--- config.mk ---
export PLATFORM = sky130hd
export DESIGN_NAME = term_char_writer_flat
export DESIGN_NICKNAME = d
export VERILOG_FILES = /design/src/rtl/term_char_writer_if.sv /design/src/rtl/term_char_writer.sv /design/src/flat_wrapper.sv
export SDC_FILE = /design/constraint.sdc
export NUM_CORES = 1
export LEC_CHECK = 0
export ABC_AREA = 1
export CAP_MARGIN = 20
export CORE_MARGIN = 2
export CORE_UTILIZATION = 50
export CTS_BUF_LIST = sky130_fd_sc_hd__clkbuf_4
export DETAILED_ROUTE_END_ITERATION = 16
export HOLD_SLACK_MARGIN = 0.08
export PLACE_DENSITY = 0.72
export SYNTH_ARGS = -nofsm -noshare
export SYNTH_HDL_FRONTEND = slang
export SYNTH_SLANG_ARGS = --single-unit
--- constraint.sdc ---
create_clock -name clock -period 5.22 [get_ports clock]
set_input_delay 0.783 -clock clock [delete_from_list [all_inputs] [get_ports clock]]
set_output_delay 0.783 -clock clock [all_outputs]
set_load 0.01 [all_outputs]
--- src/rtl/term_char_writer_if.sv ---
// ---------------------------------------------------------------------------
// term_char_writer_if
//   Request-side interface of the terminal character writer.
//
//   Handshake: a request (write_req or clear_req) is accepted in a cycle
//   where it is 1 and ready is 1; there is no queueing, so a request raised
//   while ready=0 is dropped. char_in is only sampled in the accepting
//   cycle. If both strobes are accepted together, clear_req wins.
//
//   Signals
//     char_in    master->slave  8-bit ASCII character
//     write_req  master->slave  character strobe
//     clear_req  master->slave  clear-screen strobe
//     ready      slave->master  writer can accept a request this cycle
// ---------------------------------------------------------------------------
interface term_char_writer_if;
    logic [7:0] char_in;
    logic       write_req;
    logic       clear_req;
    logic       ready;

    modport master (output char_in, output write_req, output clear_req, input ready);
    modport slave  (input char_in, input write_req, input clear_req, output ready);
endinterface

--- src/rtl/term_char_writer.sv ---
// ---------------------------------------------------------------------------
// term_char_writer
//   Owns the terminal cursor and turns accepted characters into single-port
//   writes to the VGA character RAM: printable characters, newline,
//   backspace, and a full-screen clear that sweeps every cell with spaces.
//
//   Ports
//     clock       system clock, rising edge
//     resetn      asynchronous active-low reset
//     req         request interface (slave side): char_in/write_req/
//                 clear_req in, ready out
//     mem_we      character RAM write enable, one-cycle pulse per write
//     mem_addr    character RAM address = row*COLS + col
//     mem_data    character RAM write data
//     cursor_row  current cursor row, 0..ROWS-1
//     cursor_col  current cursor column, 0..COLS-1
//     fsm_state   current FSM state (debug visibility)
// ---------------------------------------------------------------------------
module term_char_writer #(
    parameter int COLS   = 32,
    parameter int ROWS   = 7,
    parameter int ADDR_W = 8
) (
    input  logic                clock,
    input  logic                resetn,
    term_char_writer_if.slave   req,
    output logic                mem_we,
    output logic [ADDR_W-1:0]   mem_addr,
    output logic [7:0]          mem_data,
    output logic [7:0]          cursor_row,
    output logic [7:0]          cursor_col,
    output logic [1:0]          fsm_state
);

    localparam logic [1:0] S_IDLE  = 2'd0;
    localparam logic [1:0] S_BUSY  = 2'd1;
    localparam logic [1:0] S_CLEAR = 2'd2;

    localparam logic [7:0] CH_NUL   = 8'h00;
    localparam logic [7:0] CH_BS    = 8'h08;
    localparam logic [7:0] CH_NL    = 8'h0A;
    localparam logic [7:0] CH_SPACE = 8'h20;

    localparam logic [7:0]        LAST_COL  = 8'(COLS - 1);
    localparam logic [7:0]        LAST_ROW  = 8'(ROWS - 1);
    localparam logic [ADDR_W-1:0] LAST_ADDR = ADDR_W'(ROWS * COLS - 1);

    logic [1:0] state;

    function automatic logic [ADDR_W-1:0] addr_of(input logic [7:0] r, input logic [7:0] c);
        return ADDR_W'(r) * ADDR_W'(COLS) + ADDR_W'(c);
    endfunction

    assign req.ready = (state == S_IDLE);
    assign fsm_state = state;

    // The command is applied on the accepting edge, so its write pulse and
    // the new cursor appear in the following cycle, which is also the single
    // BUSY cycle that holds ready low.
    always_ff @(posedge clock or negedge resetn) begin
        if (!resetn) begin
            state      <= S_IDLE;
            mem_we     <= 1'b0;
            mem_addr   <= '0;
            mem_data   <= '0;
            cursor_row <= '0;
            cursor_col <= '0;
        end else begin
            mem_we <= 1'b0;
            case (state)
                S_IDLE: begin
                    if (req.clear_req) begin
                        state      <= S_CLEAR;
                        mem_we     <= 1'b1;
                        mem_addr   <= '0;
                        mem_data   <= CH_SPACE;
                        cursor_row <= '0;
                        cursor_col <= '0;
                    end else if (req.write_req) begin
                        state <= S_BUSY;
                        case (req.char_in)
                            CH_NUL: begin
                            end
                            CH_NL: begin
                                cursor_col <= '0;
                                cursor_row <= (cursor_row == LAST_ROW) ? 8'd0 : cursor_row + 8'd1;
                            end
                            CH_BS: begin
                                // Backspace blanks the cell it retreats onto.
                                if (cursor_col != 8'd0) begin
                                    cursor_col <= cursor_col - 8'd1;
                                    mem_we     <= 1'b1;
                                    mem_addr   <= addr_of(cursor_row, cursor_col - 8'd1);
                                    mem_data   <= CH_SPACE;
                                end else if (cursor_row != 8'd0) begin
                                    cursor_row <= cursor_row - 8'd1;
                                    cursor_col <= LAST_COL;
                                    mem_we     <= 1'b1;
                                    mem_addr   <= addr_of(cursor_row - 8'd1, LAST_COL);
                                    mem_data   <= CH_SPACE;
                                end
                            end
                            default: begin
                                mem_we   <= 1'b1;
                                mem_addr <= addr_of(cursor_row, cursor_col);
                                mem_data <= req.char_in;
                                if (cursor_col != LAST_COL) begin
                                    cursor_col <= cursor_col + 8'd1;
                                end else begin
                                    // No scrolling: past the last cell we wrap to the top.
                                    cursor_col <= '0;
                                    cursor_row <= (cursor_row == LAST_ROW) ? 8'd0 : cursor_row + 8'd1;
                                end
                            end
                        endcase
                    end
                end
                S_BUSY: begin
                    state <= S_IDLE;
                end
                S_CLEAR: begin
                    // mem_addr doubles as the sweep counter; mem_data stays 0x20.
                    if (mem_addr == LAST_ADDR) begin
                        state <= S_IDLE;
                    end else begin
                        mem_we   <= 1'b1;
                        mem_addr <= mem_addr + ADDR_W'(1);
                    end
                end
                default: begin
                    state <= S_IDLE;
                end
            endcase
        end
    end

endmodule

--- src/flat_wrapper.sv ---
// flat-port wrapper written by rule: the top's interface ports become plain ports
module term_char_writer_flat 
#(
    parameter int COLS   = 32,
    parameter int ROWS   = 7,
    parameter int ADDR_W = 8
)
  (clock, resetn, mem_we, mem_addr, mem_data, cursor_row, cursor_col, fsm_state, req_char_in, req_write_req, req_clear_req, req_ready);
  term_char_writer_if req_i ();
  input  logic clock;
  input  logic resetn;
  output logic mem_we;
  output logic [ADDR_W-1:0] mem_addr;
  output logic [7:0] mem_data;
  output logic [7:0] cursor_row;
  output logic [7:0] cursor_col;
  output logic [1:0] fsm_state;
  input wire logic [$bits(req_i.char_in)-1:0] req_char_in;
  input wire logic [$bits(req_i.write_req)-1:0] req_write_req;
  input wire logic [$bits(req_i.clear_req)-1:0] req_clear_req;
  output wire logic [$bits(req_i.ready)-1:0] req_ready;
  assign req_i.char_in = req_char_in;
  assign req_i.write_req = req_write_req;
  assign req_i.clear_req = req_clear_req;
  assign req_ready = req_i.ready;
  term_char_writer #(.COLS(COLS), .ROWS(ROWS), .ADDR_W(ADDR_W)) u_core (.clock(clock), .resetn(resetn), .req(req_i), .mem_we(mem_we), .mem_addr(mem_addr), .mem_data(mem_data), .cursor_row(cursor_row), .cursor_col(cursor_col), .fsm_state(fsm_state));
endmodule
Word-level counts from Yosys, hierarchy flattened
Index checks and enable logic that the tools add are counted.
{ "totals": {"input_bits": 12, "output_inout_bits": 36, "romBits": 0, "register_bits": 35, "memories": 0, "latchBits": 0, "ram_bits": 0} }
{ "classes": {"magnitude_cmp": 0, "div": 0, "reduce_logical": 12, "bitwise_logic": 0, "multipliers": 0, "n_eq_ne": 17, "add_sub_neg": 8, "n_shift": 0, "mux": 36} }
{ "op_table": {"columns": ["op", "n"], "rows": [
  ["8-bit two-way mux", 20],
  ["8-bit one-hot mux with 2 select lines", 3],
  ["8-bit one-hot mux with 3 select lines", 2],
  ["8-bit by 1-bit adder with 8-bit output, second input constant", 3],
  ["8-bit adder", 2],
  ["8-bit by 4-bit equality test with 1-bit output, second input constant", 2],
  ["8-bit nonzero test", 2],
  ["8-bit by 1-bit subtractor with 8-bit output, second input constant", 2],
  ["3-bit inequality test, second input constant", 3],
  ["8-bit by 5-bit adder with 8-bit output, second input constant", 1],
  ["8-bit by 3-bit equality test with 1-bit output, second input constant", 1],
  ["8-bit equality test, second input constant", 1],
  ["8-bit logical NOT", 1],
  ["8-bit by 5-bit inequality test with 1-bit output, second input constant", 1],
  ["4-bit AND reduction", 2],
  ["2-bit two-way mux", 3],
  ["6-bit AND reduction", 1],
  ["1-bit two-way mux", 5],
  ["5-bit by 3-bit inequality test with 1-bit output, second input constant", 1],
  ["5-bit AND reduction", 1],
  ["2-bit by 1-bit inequality test with 1-bit output, second input constant", 2],
  ["2-bit inequality test, second input constant", 2],
  ["4-bit by 2-bit inequality test with 1-bit output, second input constant", 1],
  ["4-bit inequality test, second input constant", 1],
  ["8 further kinds", 10]
]} }

Logic depth before layout (Yosys ltp)
{ "logic_depth": {"ltp_word": 8, "mapped_depth": 18, "mapped_depth_nobuf": 18} }

Least setup slack after synthesis
OpenSTA, ideal clock, no wires.
{ "synth_timing": {"path_type": "register to register", "startpoint": "reg u_core.cursor_col[0]", "endpoint": "reg u_core.mem_addr[7]", "stages_incl_launch_ff": 19, "required_time_ns": 5.103, "setup_time_ns": 0.117, "slack_ns": 2.909, "arrival_ns": 2.194, "path_cell_list": "dfrtp_1 -> inv_1 -> ha_1 -> inv_1 -> nor2_1 -> nand2_1 -> nor2_1 -> xor2_1 -> fa_1 -> inv_1 -> nand3_1 -> nand2_1 -> nand2_1 -> nand3_1 -> nand2_1 -> nand2_1 -> nand2_1 -> nand2_1 -> nand2_1"} }
{ "synth_between": {"elab_chain_len": 7, "word_cells_on_any_way": 11} }
{ "synth_lines": {"columns": ["item", "line_no", "text"], "rows": [
  ["from (decl)", "term_char_writer.sv:31", "output logic [7:0] cursor_col,"],
  ["from (signal assigned)", "term_char_writer.sv:91", "cursor_col <= cursor_col - 8'd1;"],
  ["from (signal assigned)", "term_char_writer.sv:108", "cursor_col <= cursor_col + 8'd1;"],
  ["8-bit by 1-bit subtractor with 8-bit output", "term_char_writer.sv:93", "mem_addr <= addr_of(cursor_row, cursor_col - 8'd1);"],
  ["8-bit adder", "term_char_writer.sv:51", "return ADDR_W'(r) * ADDR_W'(COLS) + ADDR_W'(c);"],
  ["8-bit two-way mux", "term_char_writer.sv:90", "if (cursor_col != 8'd0) begin"],
  ["8-bit one-hot mux with 2 select lines", "term_char_writer.sv:81", "case (req.char_in)"],
  ["8-bit two-way mux", "term_char_writer.sv:79", "end else if (req.write_req) begin"],
  ["8-bit two-way mux", "term_char_writer.sv:72", "if (req.clear_req) begin"],
  ["8-bit one-hot mux with 2 select lines", "term_char_writer.sv:70", "case (state)"],
  ["to (signal assigned)", "term_char_writer.sv:93", null],
  ["to (signal assigned)", "term_char_writer.sv:99", "mem_addr <= addr_of(cursor_row - 8'd1, LAST_COL);"],
  ["to (signal assigned)", "term_char_writer.sv:105", "mem_addr <= addr_of(cursor_row, cursor_col);"],
  ["to (decl)", "term_char_writer.sv:28", "output logic [ADDR_W-1:0] mem_addr,"]
]} }
Parallel ways exist; a longest one is shown, timed or not. The select of a mux whose other input is x is not followed.
A chain may end at the register's enable or synchronous reset.

Worst setup path after layout
{ "layout_timing": {"startpoint": "in req_char_in[5]", "endpoint": "reg u_core.cursor_row[2]"} }
{ "layout_between": {"elab_chain_len": 4, "word_cells_on_any_way": 11} }
{ "layout_lines": {"columns": ["item", "line_no", "text"], "rows": [
  ["from (decl)", "flat_wrapper.sv:18", "input wire logic [$bits(req_i.char_in)-1:0] req_char_in;"],
  ["8-bit by 4-bit equality test with 1-bit output or 8-bit logical NOT (tied branches)", "term_char_writer.sv:81", null],
  ["8-bit one-hot mux with 3 select lines", "term_char_writer.sv:81", null],
  ["8-bit two-way mux", "term_char_writer.sv:79", null],
  ["8-bit two-way mux", "term_char_writer.sv:72", null],
  ["to (signal assigned)", "term_char_writer.sv:86", "cursor_row <= (cursor_row == LAST_ROW) ? 8'd0 : cursor_row + 8'd1;"],
  ["to (signal assigned)", "term_char_writer.sv:96", "cursor_row <= cursor_row - 8'd1;"],
  ["to (signal assigned)", "term_char_writer.sv:112", "cursor_row <= (cursor_row == LAST_ROW) ? 8'd0 : cursor_row + 8'd1;"],
  ["to (decl)", "term_char_writer.sv:30", "output logic [7:0] cursor_row,"]
]} }
Parallel ways exist; a longest one is shown, timed or not. The select of a mux whose other input is x is not followed.

==> results.txt <==
----------------------------------------------------
[Status]
  Run status ... completed

[Global route]
  Antenna violations before repair ... 0
  Sum of overflow across all layers after global routing ... 0
  GRT Total Usage ... 0.2391
  Pin count of the biggest net entering global routing ... 36
  Via count of the first global-routing pass ... 2736
  Wire length of the first global-routing pass ... 12470 um

[Routing]
  Via-to-Cell Ratio ... 5.321
  Post-route DRC ... 0
  WL final ... 7248 um
  Starting DRT DRC Count ... 162
  Average routed wire per standard cell ... 13.27 um
  DR vias ... 2905
  Antenna viol nets, final ... 0
  First-pass iteration count of the detailed router ... 5

[Worst hold path]
  Worst hold-check path type ... reg2reg
  Cell count of the worst hold path ... 2

[Pwr]
  Pwr/cell area ... 140.9 mW/mm^2
  Part of the total power dissipated in sequential elements ... 0.547
  Proportion of total power due to net switching ... 0.2226
  Overall power ... 495.4 uW
  Static leakage ... 0.001693 uW
  Clock group share of total power ... 0.399
  Internal power summed over all cells ... 385.1 uW
  Net switching power of the design ... 110.3 uW
  Comb pwr share ... 0.054
  IR Drop Worst-Case VDD ... 0.1210 mV

[Placed design]
  Placement Cell Area ... 0.003441 mm^2
  Placer's final routability congestion estimate ... 0.8553
  Dpl hpwl ... 5543 um
  Number of placed cells counting well taps ... 539
  Port bufs ... 47

[Critical path]
  Depth of the worst register-to-register path ... 18
  Data required time at the worst endpoint ... 5.52 ns
  CP Data Arrival Time ... 2.99 ns
  Maximum fanout along the worst path ... 15
  Worst Setup Path Type ... in2reg
  Critical path startpoint category ... input port
  Worst Setup End Kind ... flip-flop

[Logic synthesis]
  Largest family of logic cells by synthesized area ... simple AND/OR/NAND/NOR gates
  Number of distinct library cells after synthesis ... 37
  Synth warn ... 0
  Post-synthesis compound-gate area fraction ... 0.1145
  Synth Flop Type ... sky130_fd_sc_hd__dfrtp_1
  Post-Syn Area per Cell ... 6.949 um^2
  Sequential-to-total area share from yosys stat ... 0.2959
  Multiplexer fraction of the synthesized cell area ... 0
  Adder-cell share of the synthesized area ... 0.05156
  Number of nets produced by synthesis ... 449
  Number of enable-type register cells in the synthesized netlist ... 0
  Number of synthesized register bits ... 35
  Gate Count Post-Synth ... 426
  Area share of and/or/nand/nor cells after synthesis ... 0.4049
  Post-synthesis share of cell area spent on xor and xnor gates ... 0.04438
  Fraction of synthesis flops using an asynchronous set or reset pin ... 1.000
  Synth Cell Area ... 0.002960 mm^2

[STA]
  Slew at the pin with the worst max-slew slack ... 0.7996 ns
  Unrepaired setup endpoints after global routing ... false
  Rel. slew slack ... 0.4650
  Final sum of negative setup slack ... 0 ns
  Fin Hold WS ... 0.4927 ns
  Final worst-path cycle share ... 0.5167
  Maximum achievable frequency ... 370.7 MHz
  Final Hold Viols ... 0
  Number of max-slew violations in the final report ... 0
  Largest clock skew in the final design ... 0.01178 ns
  Total of endpoints with negative setup slack in the final report ... 0
  Clock period minus worst slack ... 2.697 ns

[Floorplanning]
  Placeable Area ... 0.005816 mm^2
  Initial cell density of the core ... 0.5090
  Overall die area ... 0.006552 mm^2
  Chip height ... 80.95 um
  Top Ports ... 48
  Std cell rows ... 28
  Die W ... 80.95 um

[Clock tree]
  CTS Root Cell ... sky130_fd_sc_hd__clkbuf_4
  Number of H-tree branching levels ... 2
  CTS Buf Count ... 5
  CTS tree ... built
  Post-CTS Repair Setup Buffers ... 0
  Clock Tree Buf Depth ... 2
  Clock insertion delay at the later pin of the skew report ... 0.35 ns
  CTS clock-pin slew for the worst setup and hold paths ... 0.11 ns
  TritonCTS Sinks ... 35
  Number of resized instances in the post-cts repair step ... 0
  CTS Hold Buffers Added ... 0

[Layout]
  Area of the multi-input gates ... 0.001822 mm^2
  Non-Filler Instances ... 546
  Post-synthesis to final-layout area growth ... 18.77%
  Final instance area ... 0.003516 mm^2
  Inserted Diodes ... 0
  Sequential standard cell area ... 875.8 um^2
  Nets ... 494
  Number of fill cells ... 544
  Ratio of cells with drive above 1 in the final layout ... 0.1210

[Run]
  Total of max-cap violations ... 0

----------------------------------------------------
layout make-up:
class	count	share of cell area
Sequential cell	35	0.2491
Inverter	43	0.04662
Clock buffer	6	0.01281
Clock inverter	1	0.008541
Tap cell	75	0.02669
Multi-Input combinational cell	337	0.5182
Timing Repair Buffer	49	0.1381
routing by layer:
metal | vias to the layer above | global-route usage | wire length [um]
li1 | 1448 | - | -
met1 | 1350 | 0.3340 | 3343
met2 | 94 | 0.3769 | 3349
met3 | 13 | 0.03222 | 416
met4 | 0 | 0.08983 | 139
met5 | - | 0 | 0
path summary, 6_finish.rpt:
kind	startpoint	end	slack [ns]
max	req_char_in[5]	u_core.cursor_row[2]	2.52
min	u_core.mem_data[6]	u_core.mem_data[6]	0.49
max reg2reg	u_core.cursor_col[0]	u_core.mem_addr[7]	2.57
min reg2reg	u_core.mem_data[6]	u_core.mem_data[6]	0.49
max in group asynchronous	resetn	u_core.cursor_col[7]	4.03
min in group asynchronous	resetn	u_core.cursor_row[6]	0.85
synth_stat cells, types with 5 or more instances:
library cell	n	area, um^2
sky130_fd_sc_hd__xor2_1	12	105.1
sky130_fd_sc_hd__nand3_2	9	90.09
sky130_fd_sc_hd__o21ai_2	14	122.6
sky130_fd_sc_hd__nand2_1	142	533.0
sky130_fd_sc_hd__inv_2	6	22.52
sky130_fd_sc_hd__ha_1	9	112.6
sky130_fd_sc_hd__inv_1	36	135.1
sky130_fd_sc_hd__nand3_1	40	200.2
sky130_fd_sc_hd__nor2_1	42	157.7
sky130_fd_sc_hd__nand4_1	5	31.28
sky130_fd_sc_hd__o21ai_0	26	130.1
sky130_fd_sc_hd__dfrtp_1	35	875.8
layout by cell type, fill, tap and decap left out, types with 3 or more instances in the layout:
cell / count
sky130_fd_sc_hd__nand2_1: 142
sky130_fd_sc_hd__clkdlybuf4s50_1: 47
sky130_fd_sc_hd__nor2_1: 42
sky130_fd_sc_hd__nand3_1: 40
sky130_fd_sc_hd__inv_1: 36
sky130_fd_sc_hd__dfrtp_1: 35
sky130_fd_sc_hd__o21ai_0: 26
sky130_fd_sc_hd__o21ai_2: 14
sky130_fd_sc_hd__xor2_1: 12
sky130_fd_sc_hd__nand3_2: 9
sky130_fd_sc_hd__ha_1: 9
sky130_fd_sc_hd__inv_2: 6
sky130_fd_sc_hd__clkbuf_4: 6
sky130_fd_sc_hd__nand4_1: 5
sky130_fd_sc_hd__nor2_4: 4
sky130_fd_sc_hd__nand2_2: 4
sky130_fd_sc_hd__a21oi_1: 4
sky130_fd_sc_hd__nor2_2: 3
sky130_fd_sc_hd__o21ai_1: 3
sky130_fd_sc_hd__xnor2_1: 3
power groups by stage:
stage	Sequential [uW]	Combinational, uW	Clock [uW]
6_report	271	26.8	198
5_1_grt	271	30.4	213
3_5_place_dp	276	27.3	0
3_3_place_gp	276	26.7	0
4_1_cts	271	27.4	203
2_1_floorplan	276	8.56	0
state kept, by name, summed over array words and instances, names as in the netlist:
name	count
u_core.cursor_col	8
u_core.cursor_row	8
u_core.mem_addr	8
u_core.mem_data	8
u_core.fsm_state	2
u_core.mem_we	1
cells by family after synthesis:
| group | after synthesis |
|---|---|
| flops | 35 |
| compound gates | 54 |
| xor+xnor | 15 |
| buf+inv | 54 |
| simple gates | 257 |
| fa+ha+maj | 11 |
through the flow:
stage | util | setup slack, ns
after global routing | 0.6046 | 2.282
after CTS | 0.6046 | 2.517
final | 0.6046 | 2.523
after detailed placement | 0.5917 | 2.145
after global placement | 0.5917 | 2.182
after floorplan | - | 2.909
worst max-delay path, stage by stage:
cell	delay, ns
sky130_fd_sc_hd__clkdlybuf4s50_1	0.43
sky130_fd_sc_hd__nor2_1	0.20
sky130_fd_sc_hd__nand2_1	0.13
sky130_fd_sc_hd__nor2_1	0.64
sky130_fd_sc_hd__nor2_1	0.12
sky130_fd_sc_hd__nand3_1	0.11
sky130_fd_sc_hd__nand3_2	0.28
sky130_fd_sc_hd__inv_1	0.16
sky130_fd_sc_hd__nand2_1	0.06
sky130_fd_sc_hd__nand2_1	0.07
Note: power is estimated with default switching activity, not from simulation.
